**config.mk**
```make
export PLATFORM = sky130hd
export DESIGN_NAME = pipeline_fetch_unit_flat
export DESIGN_NICKNAME = d
export VERILOG_FILES = /design/src/rtl/pipeline_fetch_unit_if.sv /design/src/rtl/pipeline_fetch_unit.sv /design/src/flat_wrapper.sv
export SDC_FILE = /design/constraint.sdc
export NUM_CORES = 1
export LEC_CHECK = 0
export CORE_UTILIZATION = 40
export CTS_CLUSTER_SIZE = 8
export DETAILED_ROUTE_END_ITERATION = 7
export GPL_TIMING_DRIVEN = 1
export PLACE_DENSITY_LB_ADDON = 0.12
export SETUP_SLACK_MARGIN = 0.05
export SYNTH_ARGS = -nofsm -noshare
export SYNTH_HDL_FRONTEND = slang
export SYNTH_SLANG_ARGS = --single-unit
```
**constraint.sdc**
```tcl
create_clock -name clk -period 2.3 [get_ports clk]
set_clock_uncertainty 0.2 [all_clocks]
set_input_delay 0.575 -clock clk [delete_from_list [all_inputs] [get_ports clk]]
set_output_delay 0.575 -clock clk [all_outputs]
set_load 0.005 [all_outputs]
```
**src/rtl/pipeline_fetch_unit_if.sv**
```systemverilog
// pipeline_fetch_unit_if: request/response bus to instruction memory, redirect
// input and the decode-side valid/ready handshake of the fetch front end.
interface pipeline_fetch_unit_if #(
    parameter int ADDR_W = 32,
    parameter int DATA_W = 32
);
    logic              imem_req_valid;
    logic [ADDR_W-1:0] imem_req_addr;
    logic              imem_req_ready;
    logic              imem_rsp_valid;
    logic [DATA_W-1:0] imem_rsp_data;
    logic              redirect_valid;
    logic [ADDR_W-1:0] redirect_pc;
    logic              if_valid;
    logic [DATA_W-1:0] if_instr;
    logic [ADDR_W-1:0] if_pc;
    logic              if_ready;

    modport master (
        output imem_req_valid, imem_req_addr, if_valid, if_instr, if_pc,
        input  imem_req_ready, imem_rsp_valid, imem_rsp_data,
               redirect_valid, redirect_pc, if_ready
    );

    modport slave (
        input  imem_req_valid, imem_req_addr, if_valid, if_instr, if_pc,
        output imem_req_ready, imem_rsp_valid, imem_rsp_data,
               redirect_valid, redirect_pc, if_ready
    );
endinterface

```
**src/rtl/pipeline_fetch_unit.sv**
```systemverilog
// pipeline_fetch_unit: in-order instruction fetch front end. Issues word
// fetches under a credit limit, buffers returned words with their PCs in a
// shift-register prefetch FIFO whose entry 0 drives decode directly, and drops
// responses that belong to fetches made before a branch redirect.
// Optional feature macro: FETCH_STALL_CNT_EN adds the stall_cnt starvation counter.
module pipeline_fetch_unit #(
    parameter int                ADDR_W     = 32,
    parameter int                DATA_W     = 32,
    parameter int                FIFO_DEPTH = 4,
    parameter logic [ADDR_W-1:0] RESET_PC   = {ADDR_W{1'b0}}
) (
    input  logic                  clk,
    input  logic                  reset,
    pipeline_fetch_unit_if.master bus
`ifdef FETCH_STALL_CNT_EN
    ,
    output logic [31:0]           stall_cnt
`endif
);
    localparam int CW = $clog2(FIFO_DEPTH) + 1;
    localparam int IW = $clog2(FIFO_DEPTH);
    localparam logic [CW:0]       DEPTH_C   = (CW+1)'(FIFO_DEPTH);
    localparam logic [ADDR_W-1:0] PC_STEP_C = {{(ADDR_W-3){1'b0}}, 3'b100};
    localparam logic [CW-1:0]     CNT_ZERO  = {CW{1'b0}};

    typedef enum logic [0:0] {RUN = 1'b0, DRAIN = 1'b1} state_t;

    state_t                state_r;
    logic [ADDR_W-1:0]     fetch_pc_r;
    logic [ADDR_W-1:0]     rsp_pc_r;
    logic [CW-1:0]         outstanding_r;
    logic [CW-1:0]         stale_r;
    logic [CW-1:0]         count_r;
    logic [FIFO_DEPTH-1:0] ent_vld_r;
    logic [ADDR_W-1:0]     ent_pc_r    [FIFO_DEPTH];
    logic [DATA_W-1:0]     ent_instr_r [FIFO_DEPTH];

    logic                  credit_ok_s;
    logic                  req_valid_s;
    logic                  accept_s;
    logic                  pop_s;
    logic                  rsp_live_s;
    logic                  rsp_drop_s;
    logic [CW-1:0]         push_idx_s;
    logic [CW-1:0]         outstanding_nxt_s;
    logic [CW-1:0]         stale_nxt_s;
    logic [CW-1:0]         count_nxt_s;

    function automatic logic [CW-1:0] to_cnt(input logic b);
        to_cnt = {{(CW-1){1'b0}}, b};
    endfunction

    // Buffered plus in-flight words never exceed the FIFO, so a push always has room.
    assign credit_ok_s = ({1'b0, count_r} + {1'b0, outstanding_r}) < DEPTH_C;
    assign req_valid_s = reset && credit_ok_s && !bus.redirect_valid;
    assign accept_s    = req_valid_s && bus.imem_req_ready;
    assign pop_s       = ent_vld_r[0] && bus.if_ready;
    assign rsp_live_s  = bus.imem_rsp_valid && (state_r == RUN) && !bus.redirect_valid;
    assign rsp_drop_s  = bus.imem_rsp_valid && (state_r == DRAIN) && !bus.redirect_valid;
    assign push_idx_s  = count_r - to_cnt(pop_s);

    // Next values of the in-flight counters and FIFO occupancy; redirect dominates.
    always_comb begin
        outstanding_nxt_s = outstanding_r;
        stale_nxt_s       = stale_r;
        count_nxt_s       = count_r;
        if (bus.redirect_valid) begin
            outstanding_nxt_s = CNT_ZERO;
            stale_nxt_s       = stale_r + outstanding_r - to_cnt(bus.imem_rsp_valid);
            count_nxt_s       = CNT_ZERO;
        end else begin
            outstanding_nxt_s = outstanding_r + to_cnt(accept_s) - to_cnt(rsp_live_s);
            count_nxt_s       = count_r + to_cnt(rsp_live_s) - to_cnt(pop_s);
            if (rsp_drop_s) begin
                stale_nxt_s = stale_r - to_cnt(1'b1);
            end else begin
                stale_nxt_s = stale_r;
            end
        end
    end

    // Fetch control FSM: RUN accepts responses, DRAIN discards pre-redirect ones.
    always_ff @(posedge clk or negedge reset) begin
        if (!reset) begin
            state_r       <= RUN;
            fetch_pc_r    <= RESET_PC;
            rsp_pc_r      <= RESET_PC;
            outstanding_r <= CNT_ZERO;
            stale_r       <= CNT_ZERO;
            count_r       <= CNT_ZERO;
        end else begin
            outstanding_r <= outstanding_nxt_s;
            stale_r       <= stale_nxt_s;
            count_r       <= count_nxt_s;
            case (state_r)
                RUN:     state_r <= (stale_nxt_s != CNT_ZERO) ? DRAIN : RUN;
                DRAIN:   state_r <= (stale_nxt_s == CNT_ZERO) ? RUN : DRAIN;
                default: state_r <= RUN;
            endcase
            if (bus.redirect_valid) begin
                fetch_pc_r <= bus.redirect_pc;
                rsp_pc_r   <= bus.redirect_pc;
            end else begin
                if (accept_s) begin
                    fetch_pc_r <= fetch_pc_r + PC_STEP_C;
                end
                if (rsp_live_s) begin
                    rsp_pc_r <= rsp_pc_r + PC_STEP_C;
                end
            end
        end
    end

    // Prefetch FIFO as a shift register: pops shift toward entry 0, pushes land behind the last valid.
    always_ff @(posedge clk or negedge reset) begin
        if (!reset) begin
            ent_vld_r <= {FIFO_DEPTH{1'b0}};
            for (int i = 0; i < FIFO_DEPTH; i++) begin
                ent_pc_r[i]    <= {ADDR_W{1'b0}};
                ent_instr_r[i] <= {DATA_W{1'b0}};
            end
        end else if (bus.redirect_valid) begin
            ent_vld_r <= {FIFO_DEPTH{1'b0}};
        end else begin
            if (pop_s) begin
                for (int i = 0; i < FIFO_DEPTH-1; i++) begin
                    ent_vld_r[i]   <= ent_vld_r[i+1];
                    ent_pc_r[i]    <= ent_pc_r[i+1];
                    ent_instr_r[i] <= ent_instr_r[i+1];
                end
                ent_vld_r[FIFO_DEPTH-1]   <= 1'b0;
                ent_pc_r[FIFO_DEPTH-1]    <= {ADDR_W{1'b0}};
                ent_instr_r[FIFO_DEPTH-1] <= {DATA_W{1'b0}};
            end
            if (rsp_live_s) begin
                ent_vld_r[push_idx_s[IW-1:0]]   <= 1'b1;
                ent_pc_r[push_idx_s[IW-1:0]]    <= rsp_pc_r;
                ent_instr_r[push_idx_s[IW-1:0]] <= bus.imem_rsp_data;
            end
        end
    end

    assign bus.imem_req_valid = req_valid_s;
    assign bus.imem_req_addr  = fetch_pc_r;
    assign bus.if_valid       = ent_vld_r[0];
    assign bus.if_pc          = ent_pc_r[0];
    assign bus.if_instr       = ent_instr_r[0];

`ifdef FETCH_STALL_CNT_EN
    logic [31:0] stall_cnt_r;

    // Count cycles where decode is ready but nothing is buffered, saturating at all-ones.
    always_ff @(posedge clk or negedge reset) begin
        if (!reset) begin
            stall_cnt_r <= 32'h0000_0000;
        end else if (bus.if_ready && !ent_vld_r[0] && (stall_cnt_r != 32'hFFFF_FFFF)) begin
            stall_cnt_r <= stall_cnt_r + 32'h0000_0001;
        end else begin
            stall_cnt_r <= stall_cnt_r;
        end
    end

    assign stall_cnt = stall_cnt_r;
`endif
endmodule

```
**src/flat_wrapper.sv**
```systemverilog
// flat-port wrapper written by rule: the top's interface ports become plain ports
module pipeline_fetch_unit_flat 
#(
    parameter int                ADDR_W     = 32,
    parameter int                DATA_W     = 32,
    parameter int                FIFO_DEPTH = 4,
    parameter logic [ADDR_W-1:0] RESET_PC   = {ADDR_W{1'b0}}
)
  (clk, reset, bus_imem_req_valid, bus_imem_req_addr, bus_if_valid, bus_if_instr, bus_if_pc, bus_imem_req_ready, bus_imem_rsp_valid, bus_imem_rsp_data, bus_redirect_valid, bus_redirect_pc, bus_if_ready);
  pipeline_fetch_unit_if #(.ADDR_W(ADDR_W), .DATA_W(DATA_W)) bus_i ();
  input  logic clk;
  input  logic reset;
  output wire logic [$bits(bus_i.imem_req_valid)-1:0] bus_imem_req_valid;
  output wire logic [$bits(bus_i.imem_req_addr)-1:0] bus_imem_req_addr;
  output wire logic [$bits(bus_i.if_valid)-1:0] bus_if_valid;
  output wire logic [$bits(bus_i.if_instr)-1:0] bus_if_instr;
  output wire logic [$bits(bus_i.if_pc)-1:0] bus_if_pc;
  input wire logic [$bits(bus_i.imem_req_ready)-1:0] bus_imem_req_ready;
  input wire logic [$bits(bus_i.imem_rsp_valid)-1:0] bus_imem_rsp_valid;
  input wire logic [$bits(bus_i.imem_rsp_data)-1:0] bus_imem_rsp_data;
  input wire logic [$bits(bus_i.redirect_valid)-1:0] bus_redirect_valid;
  input wire logic [$bits(bus_i.redirect_pc)-1:0] bus_redirect_pc;
  input wire logic [$bits(bus_i.if_ready)-1:0] bus_if_ready;
  assign bus_imem_req_valid = bus_i.imem_req_valid;
  assign bus_imem_req_addr = bus_i.imem_req_addr;
  assign bus_if_valid = bus_i.if_valid;
  assign bus_if_instr = bus_i.if_instr;
  assign bus_if_pc = bus_i.if_pc;
  assign bus_i.imem_req_ready = bus_imem_req_ready;
  assign bus_i.imem_rsp_valid = bus_imem_rsp_valid;
  assign bus_i.imem_rsp_data = bus_imem_rsp_data;
  assign bus_i.redirect_valid = bus_redirect_valid;
  assign bus_i.redirect_pc = bus_redirect_pc;
  assign bus_i.if_ready = bus_if_ready;
  pipeline_fetch_unit #(.ADDR_W(ADDR_W), .DATA_W(DATA_W), .FIFO_DEPTH(FIFO_DEPTH), .RESET_PC(RESET_PC)) u_core (.clk(clk), .reset(reset), .bus(bus_i));
endmodule
```
# ---- Yosys cells after proc, flatten, opt, wreduce, memory -nomap -nowiden
# Index checks and enable logic that the tools add are counted.
dict set report word_totals {
  inputBits 70
  word_cells 76
  reg_bits 334
  out_inout_bits 98
}
dict set report op_classes {
  n_lt_le_gt_ge 5
  bitwise 3
  n_addsub 11
  n_reduce_logical 15
  mux 27
}
# op count
set op_table {}
lappend op_table {{2-to-1 mux 128 bit} 6}
lappend op_table {{bitwise mux 128 bit} 2}
lappend op_table {{2-to-1 mux 32 bit} 5}
lappend op_table {{adder 32 x 3 -> 32 bit, second input constant} 2}
lappend op_table {{demux 32 bit (select 2 bit)} 1}
lappend op_table {{2-to-1 mux 4 bit} 4}
lappend op_table {{2-to-1 mux 3 bit} 4}
lappend op_table {{logical AND 1 bit} 10}
lappend op_table {{subtractor 3 x 1 -> 3 bit} 3}
lappend op_table {{adder 3 x 1 -> 3 bit} 2}
lappend op_table {{adder 3 x 3 -> 4 bit} 1}
lappend op_table {{less-than comparator 4 x 3 -> 1 bit, second input constant} 1}
lappend op_table {{bitwise OR 4 bit} 1}
lappend op_table {{nonzero test 2 bit} 2}
lappend op_table {{adder 3 bit} 1}
lappend op_table {{>= comparator 3 bit, second input constant} 1}
lappend op_table {{zero test 3 bit} 1}
lappend op_table {{less-than comparator 2 x 3 -> 1 bit, second input constant} 1}
lappend op_table {{less-than comparator 3 x 1 -> 1 bit, second input constant} 1}
lappend op_table {{2-to-1 mux 1 bit} 3}
lappend op_table {{inverter 2 -> 3 bit} 1}
lappend op_table {{nonzero test 3 bit} 1}
lappend op_table {{subtractor 3 x 1 -> 3 bit, second input constant} 1}
lappend op_table {{demux 1 bit (select 2 bit)} 1}
lappend op_table {{5 further kinds} 5}

# ---- Depth between registers and ports, before layout
# Gate-level depths: netlist of the first run.
dict set report depth {
  ltp_word 9
  depth_mapped 11
  ltp_nobuf 10
}

# ---- Least setup slack after synthesis of the first run
# OpenSTA, ideal clock, no wires.
dict set report synth_timing {
  path_type {input-to-reg}
  start {input port bus_imem_rsp_valid}
  end {register u_core.state_r}
  setup_slack_ps -293
  required_ps 1969
  path_buffers 0
  arrival_time_ps 2261
  stages 9
  setup_ps 131
  cell_sequence {ha_1 > inv_1 > ha_1 > fa_1 > xnor2_1 > xnor2_1 > a21oi_1 > xnor2_1 > or3_1}
}
dict set report synth_via {
  elab_chain_len 7
  word_cells_on_any_way 10
  cone_classes {add/sub (1); mux (5); reduce/logical (4)}
}
# element line_no
set synth_lines {}
lappend synth_lines {{start, declared} flat_wrapper.sv:19} ;# input wire logic [$bits(bus_i.imem_rsp_valid)-1:0] bus_imem_rsp_valid;
lappend synth_lines {{branches (longest 3 deep; another with subtractor 3 x 1 -> 3 bit)} --}
lappend synth_lines {{2-to-1 mux 3 bit *} pipeline_fetch_unit.sv:67} ;# if (bus.redirect_valid) begin
lappend synth_lines {{named net u_core.stale_nxt_s[2]} pipeline_fetch_unit.sv:46} ;# logic [CW-1:0] stale_nxt_s;
lappend synth_lines {{zero test 3 bit or nonzero test 3 bit (tied branches)} {pipeline_fetch_unit.sv:97, pipeline_fetch_unit.sv:96}}
lappend synth_lines {{2-to-1 mux 1 bit (on tied branches)} {pipeline_fetch_unit.sv:97, pipeline_fetch_unit.sv:96}}
lappend synth_lines {{case mux 1 bit (2 select lines) *} pipeline_fetch_unit.sv:95} ;# case (state_r)
lappend synth_lines {{end signal, assigned} pipeline_fetch_unit.sv:96} ;# RUN: state_r <= (stale_nxt_s != CNT_ZERO) ? DRAIN : RUN;
lappend synth_lines {{end signal, assigned} pipeline_fetch_unit.sv:97} ;# DRAIN: state_r <= (stale_nxt_s == CNT_ZERO) ? RUN : DRAIN;
lappend synth_lines {{end, declared} pipeline_fetch_unit.sv:28} ;# state_t state_r;
# Mark *: on every way through the listed nets, which the timed path passes.
# A chain may end at the register's enable or synchronous reset.

# ---- Worst setup path after layout of the first run
dict set report layout_timing {
  start {register u_core.outstanding_r[2]}
  end {output port bus_imem_req_valid}
}
dict set report layout_via {
  elab_chain_len 4
}
# element line_no
set layout_lines {}
lappend layout_lines {{start, declared} pipeline_fetch_unit.sv:31} ;# logic [CW-1:0] outstanding_r;
lappend layout_lines {{start signal, assigned} pipeline_fetch_unit.sv:92} ;# outstanding_r <= outstanding_nxt_s;
lappend layout_lines {{adder 3 x 3 -> 4 bit} pipeline_fetch_unit.sv:54} ;# assign credit_ok_s = ({1'b0, count_r} + {1'b0, outstanding_r}) < DEPTH_C;
lappend layout_lines {{less-than comparator 4 x 3 -> 1 bit} pipeline_fetch_unit.sv:54}
lappend layout_lines {{logical AND 1 bit (2 in series)} pipeline_fetch_unit.sv:55} ;# assign req_valid_s = reset && credit_ok_s && !bus.redirect_valid;
lappend layout_lines {{end, declared} flat_wrapper.sv:13} ;# output wire logic [$bits(bus_i.imem_req_valid)-1:0] bus_imem_req_valid;
# Every way passes these cells.

==> results of run 1 <==
==> Yosys cell counts, types with 15 or more instances <==
| master | number | area (um2) |
|---|---|---|
| nand2_1 | 361 | 1360 |
| nor3_1 | 17 | 85.1 |
| nor2_1 | 155 | 582 |
| xnor2_1 | 30 | 263 |
| o21ai_0 | 48 | 240 |
| nand4_1 | 17 | 106 |
| nand3_1 | 22 | 110 |
| buf_1 | 15 | 56.3 |
| a31oi_1 | 129 | 807 |
| inv_1 | 24 | 90.1 |
| a21oi_1 | 16 | 80.1 |
| xor2_1 | 24 | 210 |
| buf_4 | 71 | 533 |
| a2bb2oi_1 | 65 | 569 |
| clkbuf_1 | 87 | 327 |
| mux2_2 | 27 | 304 |
| a22o_1 | 33 | 289 |
| dfrtp_1 | 334 | 8360 |
| o22ai_1 | 64 | 400 |
| buf_2 | 18 | 90.1 |
==> report_power, final <==
part	leakage, nW	internal, mW	total [mW]	switching (mW)
Sequential	4.22	7.55	8.71	1.15
Combinational	4.94	3.09	5.14	2.05
Clock	0.595	3.59	6.09	2.50
==> registers in the layout, summed over array words and instances, names as in the netlist <==
name and cells:
u_core.state_r 1, u_core.bus.if_instr 32, u_core.bus.imem_req_addr 32, u_core.rsp_pc_r 32, u_core.count_r 3, u_core.outstanding_r 3
u_core.ent_instr_r 96, u_core.bus.if_pc 32, u_core.ent_pc_r 96, u_core.stale_r 3, u_core.ent_vld_r 4
==> layout make-up <==
class,count,area share
diodes,4,0.000458
clock buffers,49,0.0542
clock inverters,2,0.00149
inverters,24,0.00481
multi-input cells,1111,0.340
flip-flops and latches,334,0.383
well taps,518,0.0297
repair buffers,373,0.186
==> metrics by stage <==
stage               setup WS [ps]  TNS, ps  utilization
global route                 -497    -1060        0.560
floorplan                    -163     -424            -
CTS                          -433     -570        0.523
global placement             -752  -142410        0.478
detailed placement           -785  -148950        0.478
finish                       -384     -594        0.560
==> timing repair <==
action	4_1_cts	5_1_grt
pin swaps	16	68
hold endpoints to repair	17	0
buffers inserted	37	13
gates cloned	3	21
hold buffers	1	0
endpoints found under the setup margin	204	247
gates resized for setup	96	178
==> critical path: cells and delay by family (launching register included) <==
kind | cells | cell delay (ps)
simple gates | 3 | 550
flops | 1 | 410
fa+ha+maj | 1 | 260
buf+inv | 1 | 140
==> path summary, 6_finish.rpt <==
| kind | startpoint | to | cells past startpoint |
|---|---|---|---|
| min | u_core.stale_r[2]$_DFF_PN0_ | u_core.stale_r[2]$_DFF_PN0_ | 1 |
| max reg2reg | u_core.outstanding_r[1]$_DFF_PN0_ | u_core.state_r$_DFF_PN0_ | 11 |
| min reg2reg | u_core.stale_r[2]$_DFF_PN0_ | u_core.stale_r[2]$_DFF_PN0_ | 1 |
| max in group asynchronous | reset | u_core.bus.imem_req_addr[22]$_DFFE_PN0P_ | 4 |
| min in group asynchronous | reset | u_core.bus.imem_req_addr[26]$_DFFE_PN0P_ | 3 |
| max | u_core.outstanding_r[2]$_DFF_PN0_ | bus_imem_req_valid | 5 |
==> layout by cell type, fill, tap and decap left out, drive strengths merged, types with 28 or more instances in the layout <==
cell type / netlist / layout
clkdlybuf4s50: 0 / 106
dlygate4sd2: 0 / 40
xnor2: 30 / 30
buf: 108 / 192
nor2: 155 / 155
clkbuf: 92 / 65
a2bb2oi: 65 / 65
a31oi: 129 / 129
a22o: 34 / 34
nand2: 361 / 362
dfrtp: 334 / 334
o21ai: 49 / 49
o22ai: 64 / 64
mux2: 28 / 28
==> logic make-up (layout without fill, tap and decap cells) <==
logic type / after synthesis / after routing / share of synthesized area
AO/OA/AOI/OAI: 372 / 372 / 0.158
XOR/XNOR: 54 / 54 / 0.0297
adder cells (fa/ha/maj): 16 / 16 / 0.0140
buffers and inverters: 226 / 448 / 0.0773
flip-flops: 334 / 334 / 0.525
multiplexers: 32 / 32 / 0.0223
other: 0 / 4 / 0
AND/OR/NAND/NOR: 636 / 637 / 0.174
==> per-layer routing <==
metal	vias to the layer above	GRT usage	part of all wire
met5	-	0	0
met4	0	0.0744	0.024
met3	79	0.0398	0.051
met2	408	0.337	0.46
met1	6731	0.328	0.47
li1	6196	-	-
==> qor.yml, run 1 <==
wl_um: 48400
fin_area_um2: 21900
insertion_delay_ps: 580
slew_headroom: 0.594
dp.cells: 2288
synth_edf_count: 0
ctsHtreeMaxLevel: 2
n_fill_cell: 3402
viasPerCell: 5.55
max_stage_delay_ps: 410
syn_area_um2: 15900
period_needed_ps: 2680
avgSynthCellArea_um2: 9.54
synth_flop_cell: "dfrtp_1"
r2r_slack_ps: -210
numClockSinks: 334
rsz0062_at_grt: "yes"
slowest_stage: "dfrtp_1"
crit_required_ps: 1520
syn2layout_area_growth_pct: 37.2
max_cap_viol_count: 0
nets: 1977
worstMarginPinSlew_ps: 609
maxSlewViolCount: 0
initialDrtViolationCount: 828
die_x_um: 202
cts_inserted_buffers: 47
setup_viol: 2
p_leak_nw: 9.76
clockBufferDepth: 3
grt_use_total: 0.225
async_reset_ff_frac: 1.00
numPortBuffers: 167
drtPass1Iterations: 5
violations: "negative setup slack"
cts_tree: "done"
wire_per_inst_um: 20.1
clk_pin_slew_ps: 50
post-route-drc-count: 0
setup_slack_ps: -384
hold_viol: 0
finalNonFillerCells: 2415
die_h_um: 202
gp_congestion: 0.818
criticalPathCategory: "register to primary output"
coreArea_um2: 39000
antenna_left: 0
crit_path_start_kind: "register"
syn_inst: 1670
place_hpwl_um: 28400
max_freq_ghz: 0.373
multiInputGateArea_um2: 7430
outcome: "complete, but fails checks"
via_count: 13400
place_area_um2: 18600
critical_path.max_fanout: 4
ys_ff_latch: 334
hold_path_class: "register to register"
grt-ovfl-total: 0
initial_core_util: 0.408
grt_pass1_wl_um: 72700
whs_ps: 269
end_kind: "primary output"
worstPathArrival_ps: 1910
synth-seq-area-share: 0.525
yosysWarnings: 0
antenna_found_initial: 2
grt_max_degree: 144
std_cell_rows: 72
grt_pass1_vias: 12900
seq_area_um2: 8370
synth_cell_types: 60
syn-num-nets: 1756
post-route-period-util: 1.17
ioPinCount: 168
power_density_nw_per_um2: 912
dieArea_um2: 40600
ir_drop_v: 0.000489
drive_gt1_frac: 0.243
root_buffer: "clkbuf_16"
finalPower_mw: 19.9
path_cells: "ha_4, nor3_4, nand2_2, nor3b_2, buf_2"
(Power assumes the default switching activity.)
==> run 2: changes to the inputs <==
--- a/config.mk
+++ b/config.mk
@@ -11,6 +11,7 @@
 export GPL_TIMING_DRIVEN = 1
 export PLACE_DENSITY_LB_ADDON = 0.12
 export SETUP_SLACK_MARGIN = 0.05
+export SLEW_MARGIN = 10
 export SYNTH_ARGS = -nofsm -noshare
 export SYNTH_HDL_FRONTEND = slang
 export SYNTH_SLANG_ARGS = --single-unit
==> results of run 2 <==
Final layout, timing and power as in run 1 (identical DEF).
==> run 3: changes to the inputs <==
==> constraint.sdc (replaced) <==
create_clock -name clk -period 3.35 [get_ports clk]
set_clock_uncertainty 0.2 [all_clocks]
set_input_delay 0.8375 -clock clk [delete_from_list [all_inputs] [get_ports clk]]
set_output_delay 0.8375 -clock clk [all_outputs]
set_load 0.005 [all_outputs]
==> qor.yml, run 3 (synthesis gave the netlist of run 1 again) <==
outcome: "complete, no violations"
post-route-drc-count: 0
numPortBuffers: 167
nets: 1820
end_kind: "primary output"
wire_per_inst_um: 19.5
insertion_delay_ps: 570
path_cells: "ha_1, nor3_4, nand2_1, nor3b_2, dlygate4sd2_1"
power_density_nw_per_um2: 689
grt_pass1_vias: 12500
crit_path_start_kind: "register"
maxSlewViolCount: 0
clk_pin_slew_ps: 50
hold_viol: 0
via_count: 12500
setup_viol: 0
dieArea_um2: 40600
cts_inserted_buffers: 47
antenna_found_initial: 0
max_cap_viol_count: 0
drive_gt1_frac: 0.0916
grt_max_degree: 136
max_freq_ghz: 0.328
grt_pass1_wl_um: 71900
numClockSinks: 334
n_fill_cell: 3621
worstMarginPinSlew_ps: 1040
critPathBufInv: 1
clockBufferDepth: 3
initial_core_util: 0.408
viasPerCell: 5.56
layout_commonest_cell: "nand2_1"
top_regs: "u_core.ent_instr_r (96), u_core.ent_pc_r (96)"
antenna_left: 0
die_h_um: 202
layout_common_cells: "357 x nand2_1, 334 x dfrtp_1, 164 x clkdlybuf4s50_1"
gp_congestion: 0.803
grt-ovfl-total: 0
cp_top_family: "simple AND/OR/NAND/NOR gates"
slowest_stage: "dfrtp_1"
finalSetupTns_ps: 0
critical_path.max_fanout: 3
slew_headroom: 0.307
criticalPathCategory: "register to primary output"
rsz0062_at_grt: "no"
post-route-period-util: 0.911
initialDrtViolationCount: 704
place_hpwl_um: 27200
die_x_um: 202
wl_um: 43900
ir_drop_v: 0.000374
ctsHtreeMaxLevel: 2
drtPass1Iterations: 5
num_antenna_cells: 0
std_cell_rows: 72
ioPinCount: 168
max_stage_delay_ps: 420
worstPathArrival_ps: 2010
coreArea_um2: 39000
period_needed_ps: 3050
p_leak_nw: 8.32
root_buffer: "clkbuf_16"
syn2layout_area_growth_pct: 19.6
crit_required_ps: 2310
hold_path_class: "primary input to asynchronous set/reset pin"
cts_tree: "done"
pre_cts_slack_ps: -148
cts_hold_buf: 0
whs_ps: 99.0
setup_slack_ps: 299
grt_use_total: 0.222
[run 3: path summary, 6_finish.rpt]
path | from | endpoint | slack [ps] | cells after the start
max in group asynchronous | reset | u_core.rsp_pc_r[10]$_DFFE_PN0N_ | 1500 | 3
min in group clk | u_core.stale_r[2]$_DFF_PN0_ | u_core.stale_r[2]$_DFF_PN0_ | 270 | 1
worst max register to register | u_core.outstanding_r[0]$_DFF_PN0_ | u_core.state_r$_DFF_PN0_ | 780 | 10
worst max-delay path | u_core.outstanding_r[2]$_DFF_PN0_ | bus_imem_req_valid | 300 | 5
worst min register to register | u_core.stale_r[2]$_DFF_PN0_ | u_core.stale_r[2]$_DFF_PN0_ | 270 | 1
worst min-delay path | reset | u_core.bus.if_pc[25]$_DFFE_PN0N_ | 100 | 2
[run 3: repair_timing]
item                                    4_1_cts  5_1_grt
gates resized for setup                       3        0
endpoints found under the setup margin        1        0
buffers inserted                              0        0
[run 3: per-stage QoR]
step,cells,power (mW),instance area [um2],utilization
floorplan,1670,7.88,15900,-
global placement,2203,8.92,17800,0.456
detailed placement,2203,8.99,17800,0.456
CTS,2254,13.3,19100,0.488
global route,2254,13.9,19100,0.488
finish,2254,13.1,19100,0.488
[run 3: layout make-up]
class / instances / area (um2) / share of cell area
Clock inverter: 2 / 25.0 / 0.00131
Sequential cell: 334 / 8360 / 0.439
Multi-Input combinational cell: 1110 / 6410 / 0.336
Tap cell: 518 / 648 / 0.0340
Clock buffer: 49 / 1210 / 0.0638
Timing Repair Buffer: 217 / 2310 / 0.121
Inverter: 24 / 92.6 / 0.00486
[run 3: layer usage]
| layer | GRT usage | vias up | wire [um] |
|---|---|---|---|
| met4 | 0.0641 | 0 | 797 |
| li1 | - | 5862 | - |
| met2 | 0.344 | 371 | 20200 |
| met1 | 0.318 | 6237 | 20300 |
| met5 | 0 | - | 0 |
| met3 | 0.0374 | 55 | 2560 |
[run 3: report_power, final]
group	switching [mW]	internal [mW]
registers	0.801	5.18
logic	1.16	1.77
clock network	1.69	2.52
